===== config.mk =====
export PLATFORM = sky130hd
export DESIGN_NAME = store_buffer
export DESIGN_NICKNAME = d
export VERILOG_FILES = /design/src/rtl/cpu_pkg.sv /design/src/rtl/store_fifo.sv /design/src/rtl/store_buffer.sv
export SDC_FILE = /design/constraint.sdc
export NUM_CORES = 1
export LEC_CHECK = 0
export ABC_AREA = 1
export CORE_MARGIN = 3
export CORE_UTILIZATION = 40
export CTS_BUF_LIST = sky130_fd_sc_hd__clkbuf_8
export CTS_CLUSTER_SIZE = 12
export DETAILED_ROUTE_END_ITERATION = 16
export PLACE_DENSITY = 0.66
export SETUP_SLACK_MARGIN = 0.02
export SLEW_MARGIN = 20
export SYNTH_ARGS = -nofsm -noshare
export SYNTH_HDL_FRONTEND = slang
export SYNTH_HIERARCHICAL = 1
export SYNTH_SLANG_ARGS = --single-unit
export TNS_END_PERCENT = 5

===== constraint.sdc =====
create_clock -name clock -period 5.58 [get_ports clock]
set_clock_uncertainty 0.05 [all_clocks]
set_input_delay 1.395 -clock clock [delete_from_list [all_inputs] [get_ports clock]]
set_output_delay 1.395 -clock clock [all_outputs]
set_load 0.1 [all_outputs]

===== src/rtl/cpu_pkg.sv =====
// Shared definitions for the CPU store path: drain FSM encoding and store-buffer defaults.
package cpu_pkg;

    // Drain FSM state encoding.
    typedef logic [0:0] sb_state_t;
    localparam sb_state_t SB_IDLE = 1'b0;
    localparam sb_state_t SB_REQ  = 1'b1;

    // Default number of buffered stores.
    localparam int unsigned SB_DEPTH = 4;

    // Byte-offset bits within a 32-bit word; cleared to align, tested for misalignment.
    localparam logic [1:0] SB_OFFSET_MASK = 2'b11;

endpackage


===== src/rtl/store_fifo.sv =====
// DEPTH-entry FIFO holding {aligned address, data} store entries with an occupancy count.
module store_fifo #(
    parameter int unsigned DEPTH = 4,
    parameter int unsigned W     = 64
) (
    input  logic                     clock,
    input  logic                     reset,
    input  logic                     push,
    input  logic                     pop,
    input  logic [W-1:0]             wdata,
    output logic [W-1:0]             rdata,
    output logic [$clog2(DEPTH):0]   count
);

    localparam int unsigned PW = $clog2(DEPTH);
    localparam int unsigned CW = PW + 1;

    logic [W-1:0]  mem_q [DEPTH];
    logic [PW-1:0] wr_ptr_q, wr_ptr_d;
    logic [PW-1:0] rd_ptr_q, rd_ptr_d;
    logic [CW-1:0] count_q, count_d;

    // Storage array; contents need no reset since count gates visibility.
    always_ff @(posedge clock) begin
        if (push) begin
            mem_q[wr_ptr_q] <= wdata;
        end
    end

    // Pointer and occupancy next-state; pointers wrap modulo DEPTH by width.
    always_comb begin
        wr_ptr_d = push ? wr_ptr_q + PW'(1) : wr_ptr_q;
        rd_ptr_d = pop  ? rd_ptr_q + PW'(1) : rd_ptr_q;
        count_d  = count_q;
        unique case ({push, pop})
            2'b10:   count_d = count_q + CW'(1);
            2'b01:   count_d = count_q - CW'(1);
            default: count_d = count_q;
        endcase
    end

    // Pointer and occupancy registers.
    always_ff @(posedge clock or negedge reset) begin
        if (!reset) begin
            wr_ptr_q <= '0;
            rd_ptr_q <= '0;
            count_q  <= '0;
        end else begin
            wr_ptr_q <= wr_ptr_d;
            rd_ptr_q <= rd_ptr_d;
            count_q  <= count_d;
        end
    end

    assign rdata = mem_q[rd_ptr_q];
    assign count = count_q;

endmodule


===== src/rtl/store_buffer.sv =====
// Store buffer between the CPU store path and a slow data memory; queues stores and drains
// them one at a time over a req/ack handshake.
module store_buffer
    import cpu_pkg::*;
#(
    parameter int unsigned DEPTH = SB_DEPTH,
    parameter int unsigned AW    = 32,
    parameter int unsigned DW    = 32
) (
    input  logic                   clock,
    input  logic                   reset,
    input  logic                   wmem,
    input  logic [AW-1:0]          aluout,
    input  logic [DW-1:0]          data,
    output logic                   stall,
    output logic                   mem_req,
    output logic [AW-1:0]          mem_addr,
    output logic [DW-1:0]          mem_wdata,
    input  logic                   mem_ack,
    output logic [$clog2(DEPTH):0] pending,
    output logic                   empty,
    output logic                   misalign
);

    localparam int unsigned CW = $clog2(DEPTH) + 1;

    logic              push;
    logic              pop;
    logic [AW+DW-1:0]  fifo_wdata;
    logic [AW+DW-1:0]  fifo_rdata;
    logic [CW-1:0]     count;

    sb_state_t         state_q, state_d;
    logic              mem_req_q, mem_req_d;
    logic [AW-1:0]     mem_addr_q, mem_addr_d;
    logic [DW-1:0]     mem_wdata_q, mem_wdata_d;
    logic              misalign_q, misalign_d;

    // Full buffer stalls even if a pop lands this cycle; no same-cycle bypass.
    assign stall      = wmem & (count == CW'(DEPTH));
    assign push       = wmem & ~stall;
    assign pop        = (state_q == SB_REQ) & mem_ack;
    assign fifo_wdata = {aluout[AW-1:2], aluout[1:0] & ~SB_OFFSET_MASK, data};

    store_fifo #(
        .DEPTH (DEPTH),
        .W     (AW + DW)
    ) u_fifo (
        .clock (clock),
        .reset (reset),
        .push  (push),
        .pop   (pop),
        .wdata (fifo_wdata),
        .rdata (fifo_rdata),
        .count (count)
    );

    // Drain FSM: latch the head entry, hold the request until acked, then idle one cycle.
    always_comb begin
        state_d     = state_q;
        mem_req_d   = mem_req_q;
        mem_addr_d  = mem_addr_q;
        mem_wdata_d = mem_wdata_q;
        case (state_q)
            SB_IDLE: begin
                if (count != '0) begin
                    mem_addr_d  = fifo_rdata[AW+DW-1:DW];
                    mem_wdata_d = fifo_rdata[DW-1:0];
                    mem_req_d   = 1'b1;
                    state_d     = SB_REQ;
                end
            end
            SB_REQ: begin
                if (mem_ack) begin
                    mem_req_d = 1'b0;
                    state_d   = SB_IDLE;
                end
            end
            default: begin
                mem_req_d = 1'b0;
                state_d   = SB_IDLE;
            end
        endcase
    end

    // Sticky misalignment flag, set only by accepted stores.
    always_comb begin
        misalign_d = misalign_q | (push & (|(aluout[1:0] & SB_OFFSET_MASK)));
    end

    // Drain and flag registers; reset drops the request asynchronously.
    always_ff @(posedge clock or negedge reset) begin
        if (!reset) begin
            state_q     <= SB_IDLE;
            mem_req_q   <= 1'b0;
            mem_addr_q  <= '0;
            mem_wdata_q <= '0;
            misalign_q  <= 1'b0;
        end else begin
            state_q     <= state_d;
            mem_req_q   <= mem_req_d;
            mem_addr_q  <= mem_addr_d;
            mem_wdata_q <= mem_wdata_d;
            misalign_q  <= misalign_d;
        end
    end

    assign mem_req   = mem_req_q;
    assign mem_addr  = mem_addr_q;
    assign mem_wdata = mem_wdata_q;
    assign pending   = count;
    assign empty     = (count == '0);
    assign misalign  = misalign_q;

endmodule


After elaboration in Yosys (flattened, before gate mapping)
Memories as Yosys holds them, arrays and structs flattened. A register that Yosys moved wholly into a read port is not among the register bits.
Index checks and enable logic that the tools add are counted.

word-level totals
  logic and storage cells = 40
  input port bits = 68
  register bits = 42
  output and inout bits = 71
  memories = 1
  RAM bits = 248

cells by class
  $add $sub $neg = 4
  reduce and logical (&&, ||, !) cells = 7
  bitwise logic cells = 7
  eq/ne operators = 5
  mux-type cells = 9

memory list
  memory        depth  bits a word  rd ports  clocked after Yosys merged registers in  wr ports  line              RTL
  u_fifo.mem_q  4      62           1         1                                        1         store_fifo.sv:18  logic [W-1:0] mem_q [DEPTH];

operator list
  kind                                                 number
  two-way mux 1 bit                                    6
  case mux 3 bit (2 select lines)                      1
  adder 2 x 1 -> 2 bit, second input constant          2
  AND 1 bit                                            4
  != test 2 bit, second input constant                 2
  case mux 1 bit (2 select lines)                      2
  AND reduction 2 bit                                  2
  adder 3 x 1 -> 3 bit, second input constant          1
  equality test 3 bit, second input constant           1
  zero test 3 bit                                      1
  nonzero test 3 bit                                   1
  subtractor 3 x 1 -> 3 bit, second input constant     1
  equality test 2 x 1 -> 1 bit, second input constant  1
  equality test 2 bit, second input constant           1
  inverter 1 bit                                       2
  nonzero test 2 bit                                   1
  OR reduction 2 bit                                   1
  zero test 1 bit                                      1
  OR 1 bit                                             1

Logic depth before layout (Yosys ltp)
Gate-level depths: netlist of the first run.

  depth after elaboration = 6
  depth in mapped cells = 13
  depth with buffers taken out = 12

By module
Netlist of the first run, hierarchy kept.

by module, submodules not included
  module        times used  seq. area each (um^2)  cells each  area each (um^2)
  store_fifo    1           7862.5                 920         10867.9
  store_buffer  1           1676.6                 299         2696.3

Worst setup path after synthesis of the first run
No wires, ideal clock.

  path kind = in2out
  start = in wmem
  end = out stall
  required time = 4135 ps
  data arrival time = 2673 ps
  stages on the path = 2
  setup slack = 1462 ps
  path buffers = 0
  path through = inv_1 > nor2_1

between the ends
  longest elaborated chain between the ends = 1

RTL lines
  what         line                RTL
  from (decl)  store_buffer.sv:12  input logic wmem,
  AND 1 bit    store_buffer.sv:40  assign stall = wmem & (count == CW'(DEPTH));
  to (decl)    store_buffer.sv:15  output logic stall,

No other way between the ends.

Worst setup path after layout of the first run
  start = reg u_fifo.count_q[1], in the netlist u_fifo/count[1]
  end = out empty

between the ends
  longest elaborated chain between the ends = 1

RTL lines
  what                    line                 RTL
  from (decl)             store_fifo.sv:21     logic [CW-1:0] count_q, count_d;
  from (signal assigned)  store_fifo.sv:51     count_q <= count_d;
  zero test 3 bit         store_buffer.sv:112  assign empty = (count == '0);
  to (decl)               store_buffer.sv:21   output logic empty,

No other way between the ends.

==> results of run 1 <==
-- synth_stat cells (5+ instances only) --
| master | instances | area share |
|---|---|---|
| nand2_1 | 401 | 0.11 |
| o211ai_2 | 8 | 0.0074 |
| nand3_1 | 65 | 0.024 |
| nor2_1 | 128 | 0.035 |
| dfrtp_1 | 74 | 0.14 |
| buf_6 | 20 | 0.017 |
| edfxtp_1 | 256 | 0.57 |
| ha_1 | 5 | 0.0046 |
| buf_2 | 31 | 0.011 |
| inv_1 | 147 | 0.041 |
| buf_4 | 11 | 0.0061 |
| o211ai_1 | 56 | 0.031 |
-- state kept, by name (all words and copies together), names as in the netlist --
register         cells
mem_wdata           32
u_fifo/rd_ptr_q      2
state_q              1
u_fifo/count         3
misalign             1
mem_req              1
u_fifo/wr_ptr_q      2
u_fifo/mem_q       256
mem_addr            32
-- per-layer routing --
| layer | vias to the layer above | part of all wire | wire length, um |
|---|---|---|---|
| li1 | 4258 | - | - |
| met1 | 4029 | 0.43 | 12200 |
| met2 | 188 | 0.49 | 13900 |
| met3 | 47 | 0.048 | 1360 |
| met4 | 2 | 0.028 | 805 |
| met5 | - | 0.00060 | 17 |
-- final timing paths --
| kind | depth (start not counted) | end | slack (ns) | from |
|---|---|---|---|---|
| min in group asynchronous | 1 | mem_wdata[27]$_DFFE_PN0P_ | 0.79 | reset |
| hold / removal | 2 | mem_wdata[4]$_DFFE_PN0P_ | 0.42 | mem_wdata[4]$_DFFE_PN0P_ |
| setup / recovery | 4 | empty | 1.68 | u_fifo/count[1]$_DFFE_PN0P_ |
| max in group asynchronous | 1 | u_fifo/rd_ptr_q[0]$_DFFE_PN0P_ | 4.15 | reset |
| setup reg to reg | 7 | mem_addr[27]$_DFFE_PN0P_ | 2.90 | u_fifo/count[0]$_DFFE_PN0P_ |
| hold reg to reg | 2 | mem_wdata[4]$_DFFE_PN0P_ | 0.42 | mem_wdata[4]$_DFFE_PN0P_ |
-- cell type report --
| type | count | area share |
|---|---|---|
| Antenna cell | 1 | 0.000154 |
| Clock inverter | 35 | 0.0108 |
| Inverter | 147 | 0.0344 |
| Sequential cell | 330 | 0.588 |
| Clock buffer | 65 | 0.0551 |
| Timing Repair Buffer | 151 | 0.0910 |
| Multi-Input combinational cell | 684 | 0.187 |
| Tap cell | 442 | 0.0341 |
-- worst max-delay path, cell delays in order (launching register included) --
cell and delay, ns:
dfrtp_1 0.43, nor2_2 0.19, nand2_4 0.06, inv_1 0.05
clkdlybuf4s50_1 1.13
-- cells by family after synthesis --
kind of cell,synth area share
AOI/OAI and AO/OA,0.0404
xor gates and xnor gates,0.00258
adders and majority gates,0.00609
buffers and inverters,0.0756
DFF,0.703
other,0.000276
and+or+nand+nor,0.172
-- metrics by stage --
stage                     instances  setup WS, ns  utilization  area (um2)  hold WS, ns
after floorplan                1226          1.46            -       13600        0.444
after global placement         1754          1.81        0.460       15200        0.404
after detailed placement       1754          1.77        0.460       15200        0.411
after CTS                      1854          1.63        0.493       16200        0.426
after global routing           1855          1.58        0.493       16200        0.448
final                          1855          1.68        0.493       16200        0.419
==> impl_metrics.json, run 1 <==
{
  "status": "finished, final reports clean",
  "dieArea_um2": 36200,
  "clkSinkCount": 330,
  "vias_per_cell": 4.60,
  "cts_root_buf": "clkbuf_8",
  "die_h_um": 190,
  "yosysUniqueCellTypes": 24,
  "use_met2": 0.271,
  "yosys_warnings": 6,
  "final_cell_mix": "400 x nand2_1, 256 x edfxtp_1, 159 x inv_1",
  "htree_levels": 2,
  "dp_hpwl_um": 17200,
  "clk_latency_ns": 0.59,
  "place.gp.congestion": 0.730,
  "antenna_found_initial": 2,
  "slew_headroom": 0.316,
  "ioPinCount": 139,
  "fin_nets": 1441,
  "path_class": "flip-flop to primary output",
  "hp-class": "flip-flop to flip-flop",
  "grt_usage": 0.158,
  "clk_pin_slew_ns": 0.06,
  "rows": 66,
  "slew_viol_final": 0,
  "cts_tree": "built",
  "path_max_fanout": 4,
  "cts_hold_buf": 0,
  "initialDrtViolationCount": 536,
  "nFillCells": 2875,
  "area_growth_pct": 19.7,
  "dieWidth_um": 190,
  "synth.avg_cell_area_um2": 11.1,
  "seq_area_frac_synth": 0.703,
  "clk_path_buf_depth": 3,
  "critPathArrivalTime_ns": 2.45,
  "setup_viol": 0,
  "detail_route.first_pass.iterations": 5,
  "drive_above_1_share": 0.0779,
  "mappedNetlistArea_um2": 13600,
  "drt-wirelength-per-cell_um": 15.2,
  "port_buffers": 138,
  "synth_edf_count": 256,
  "synth_flop_cell": "edfxtp_1",
  "grt_first_pass_wirelength_um": 45600,
  "cp_data_required_time_ns": 4.14,
  "grt_max_degree": 83,
  "use_met1": 0.200,
  "regArea_um2": 9540,
  "vias": 8524,
  "worst_pin_slew_ns": 1.02,
  "critPathLaunchType": "flip-flop",
  "max_freq_mhz": 257,
  "syn_inst": 1219,
  "fin_setup_tns_ns": 0,
  "globalRouteOverflowTotal": 0,
  "grt_pass1_vias": 8543,
  "final_hold_viol_count": 0,
  "fin_crit_sh": 0.698,
  "initial_utilization": 0.412,
  "drv_cap": 0,
  "async_reset_ff_frac": 0.224,
  "post-route-min-period_ns": 3.90,
  "numCtsBuffers": 53,
  "multi_input_area_um2": 3030,
  "gr-max-usage-layer": "met2",
  "cp-end-kind": "primary output",
  "met3_usage": 0.0306,
  "post_cts_buffers": 0,
  "wl_um": 28300,
  "post_cts_resized": 0,
  "grt_setup_unrepaired": "false",
  "core_region_area_um2": 32900,
  "final_common_cell": "nand2_1",
  "drc_errors": 0,
  "ys_seq_elements": 330,
  "ant_nets": 0
}
Power of run 1 is not shown: default switching activity piles up to over one toggle a cycle in this logic, so the estimate is an artifact.
==> run 2: changes to the inputs <==
Settings changed: PLACE_DENSITY 0.66 to 0.68.
Clock period 5.58 ns to 3.55 ns, I/O delays scaled along.
==> run 2 against run 1 <==
  * Wire length shrank 3.3%
  * Die area is the same
  * Final cell count increased by 0.22%
  * Sequential share of layout area grew 0.52 points
  * Hold slack got worse by 0.072 ns
  * Via count grew 0.72%
  * Worst setup slack worse by 0.85 ns
==> impl_metrics.json, run 2 (synthesized netlist as in run 1, its figures left out) <==
{
  "ant_nets": 0,
  "path_cells": "clkdlybuf4s50_1 > inv_1 > nor2_1 > buf_12",
  "slew_headroom": 0.390,
  "area_growth_pct": 18.7,
  "place.gp.congestion": 0.740,
  "cp-end-kind": "primary output",
  "final_hold_viol_count": 0,
  "grt_pass1_vias": 8495,
  "setup_viol": 0,
  "clk_latency_ns": 0.55,
  "fin_ws_ns": 0.829,
  "port_buffers": 138,
  "fin_setup_tns_ns": 0,
  "dp_slack_ns": 0.758,
  "vias": 8585,
  "clk_pin_slew_ns": 0.06,
  "post_cts_buffers": 0,
  "post_cts_resized": 0,
  "drc_errors": 0,
  "placed_area_um2": 15100,
  "critPathArrivalTime_ns": 1.78,
  "cts_hold_buf": 0,
  "largest_reg_flops": 256,
  "ioPinCount": 139,
  "initial_utilization": 0.412,
  "cts_tree": "built",
  "hp-class": "input pin to asynchronous set/reset pin",
  "antenna_found_initial": 5,
  "slowest_delay_ns": 0.48,
  "fin_nets": 1445,
  "clk_path_buf_depth": 3,
  "crit_family": "buffers and inverters",
  "cp_data_required_time_ns": 2.61,
  "final_common_cell": "nand2_1",
  "dieWidth_um": 190,
  "grt_setup_unrepaired": "false",
  "nFillCells": 2907,
  "max_freq_mhz": 368,
  "cts_root_buf": "clkbuf_8",
  "vias_per_cell": 4.62,
  "post-route-min-period_ns": 2.72,
  "path_max_fanout": 2,
  "path_class": "input pin to primary output",
  "clkSinkCount": 330,
  "registers.top_by_ff_count": "u_fifo/mem_q",
  "cp.buffers_inverters": 3,
  "initialDrtViolationCount": 547,
  "crit_slowest_cell": "clkdlybuf4s50_1",
  "die_h_um": 190,
  "dieArea_um2": 36200,
  "slew_viol_final": 0,
  "grt_first_pass_wirelength_um": 44000,
  "core_region_area_um2": 32900,
  "dp_hpwl_um": 17000,
  "detail_route.first_pass.iterations": 5,
  "grt_usage": 0.152,
  "final_cell_area_um2": 16100,
  "htree_levels": 2,
  "status": "finished, final reports clean",
  "whs_ns": 0.347,
  "grt_max_degree": 138,
  "globalRouteOverflowTotal": 0,
  "rows": 66,
  "critPathLaunchType": "input pin",
  "final_cell_mix": "400 x nand2_1, 256 x edfxtp_1, 160 x inv_1",
  "numCtsBuffers": 52,
  "fin_crit_sh": 0.766,
  "drv_cap": 0,
  "drt-wirelength-per-cell_um": 14.7,
  "worst_pin_slew_ns": 0.915,
  "drive_above_1_share": 0.122,
  "wl_um": 27300
}
## run 2: cell types whose count changed in the layout (fill, tap and decap cells not counted), moves of 2 or more
cell             change
buf_12               +7
buf_4               +69
bufinv_16            +2
clkbuf_8            -12
clkdlybuf4s50_1     -70
clkinv_1             +8
clkinv_2             -2
clkinvlp_4           +2
diode_2              +2
inv_12               -2
## run 2: area by class of cell
cell class,count,area [um2],share of cell area
Multi-Input combinational cell,684,3040,0.189
Inverter,147,559,0.0347
Timing Repair Buffer,156,1420,0.0885
Antenna cell,3,7.51,0.000466
Clock inverter,44,241,0.0150
Sequential cell,330,9540,0.593
Clock buffer,53,729,0.0453
Tap cell,442,553,0.0344
## run 2: final timing paths
kind | from | endpoint | slack, ns | cells past startpoint
max | wmem | stall | 0.83 | 4
min | reset | mem_addr[6]$_DFFE_PN0P_ | 0.35 | 1
max reg2reg | u_fifo/count[2]$_DFFE_PN0P_ | mem_wdata[3]$_DFFE_PN0P_ | 1.21 | 6
min reg2reg | mem_addr[23]$_DFFE_PN0P_ | mem_addr[23]$_DFFE_PN0P_ | 0.42 | 2
max in group asynchronous | reset | mem_addr[24]$_DFFE_PN0P_ | 2.43 | 2
min in group clock | mem_addr[23]$_DFFE_PN0P_ | mem_addr[23]$_DFFE_PN0P_ | 0.42 | 2
## run 2: through the flow
step / instances / util
6_report: 1859 / 0.488
5_1_grt: 1859 / 0.488
4_1_cts: 1856 / 0.488
3_5_place_dp: 1759 / 0.459
3_3_place_gp: 1759 / 0.459
2_1_floorplan: 1226 / -
## run 2: metal layers
| layer | GRT usage | routed length [um] | vias up |
|---|---|---|---|
| met5 | 0 | 29 | - |
| met2 | 0.259 | 13600 | 204 |
| met4 | 0.0604 | 746 | 4 |
| met3 | 0.0332 | 1450 | 60 |
| li1 | - | - | 4258 |
| met1 | 0.190 | 11500 | 4059 |
Power of run 2 is left out for the same reason.
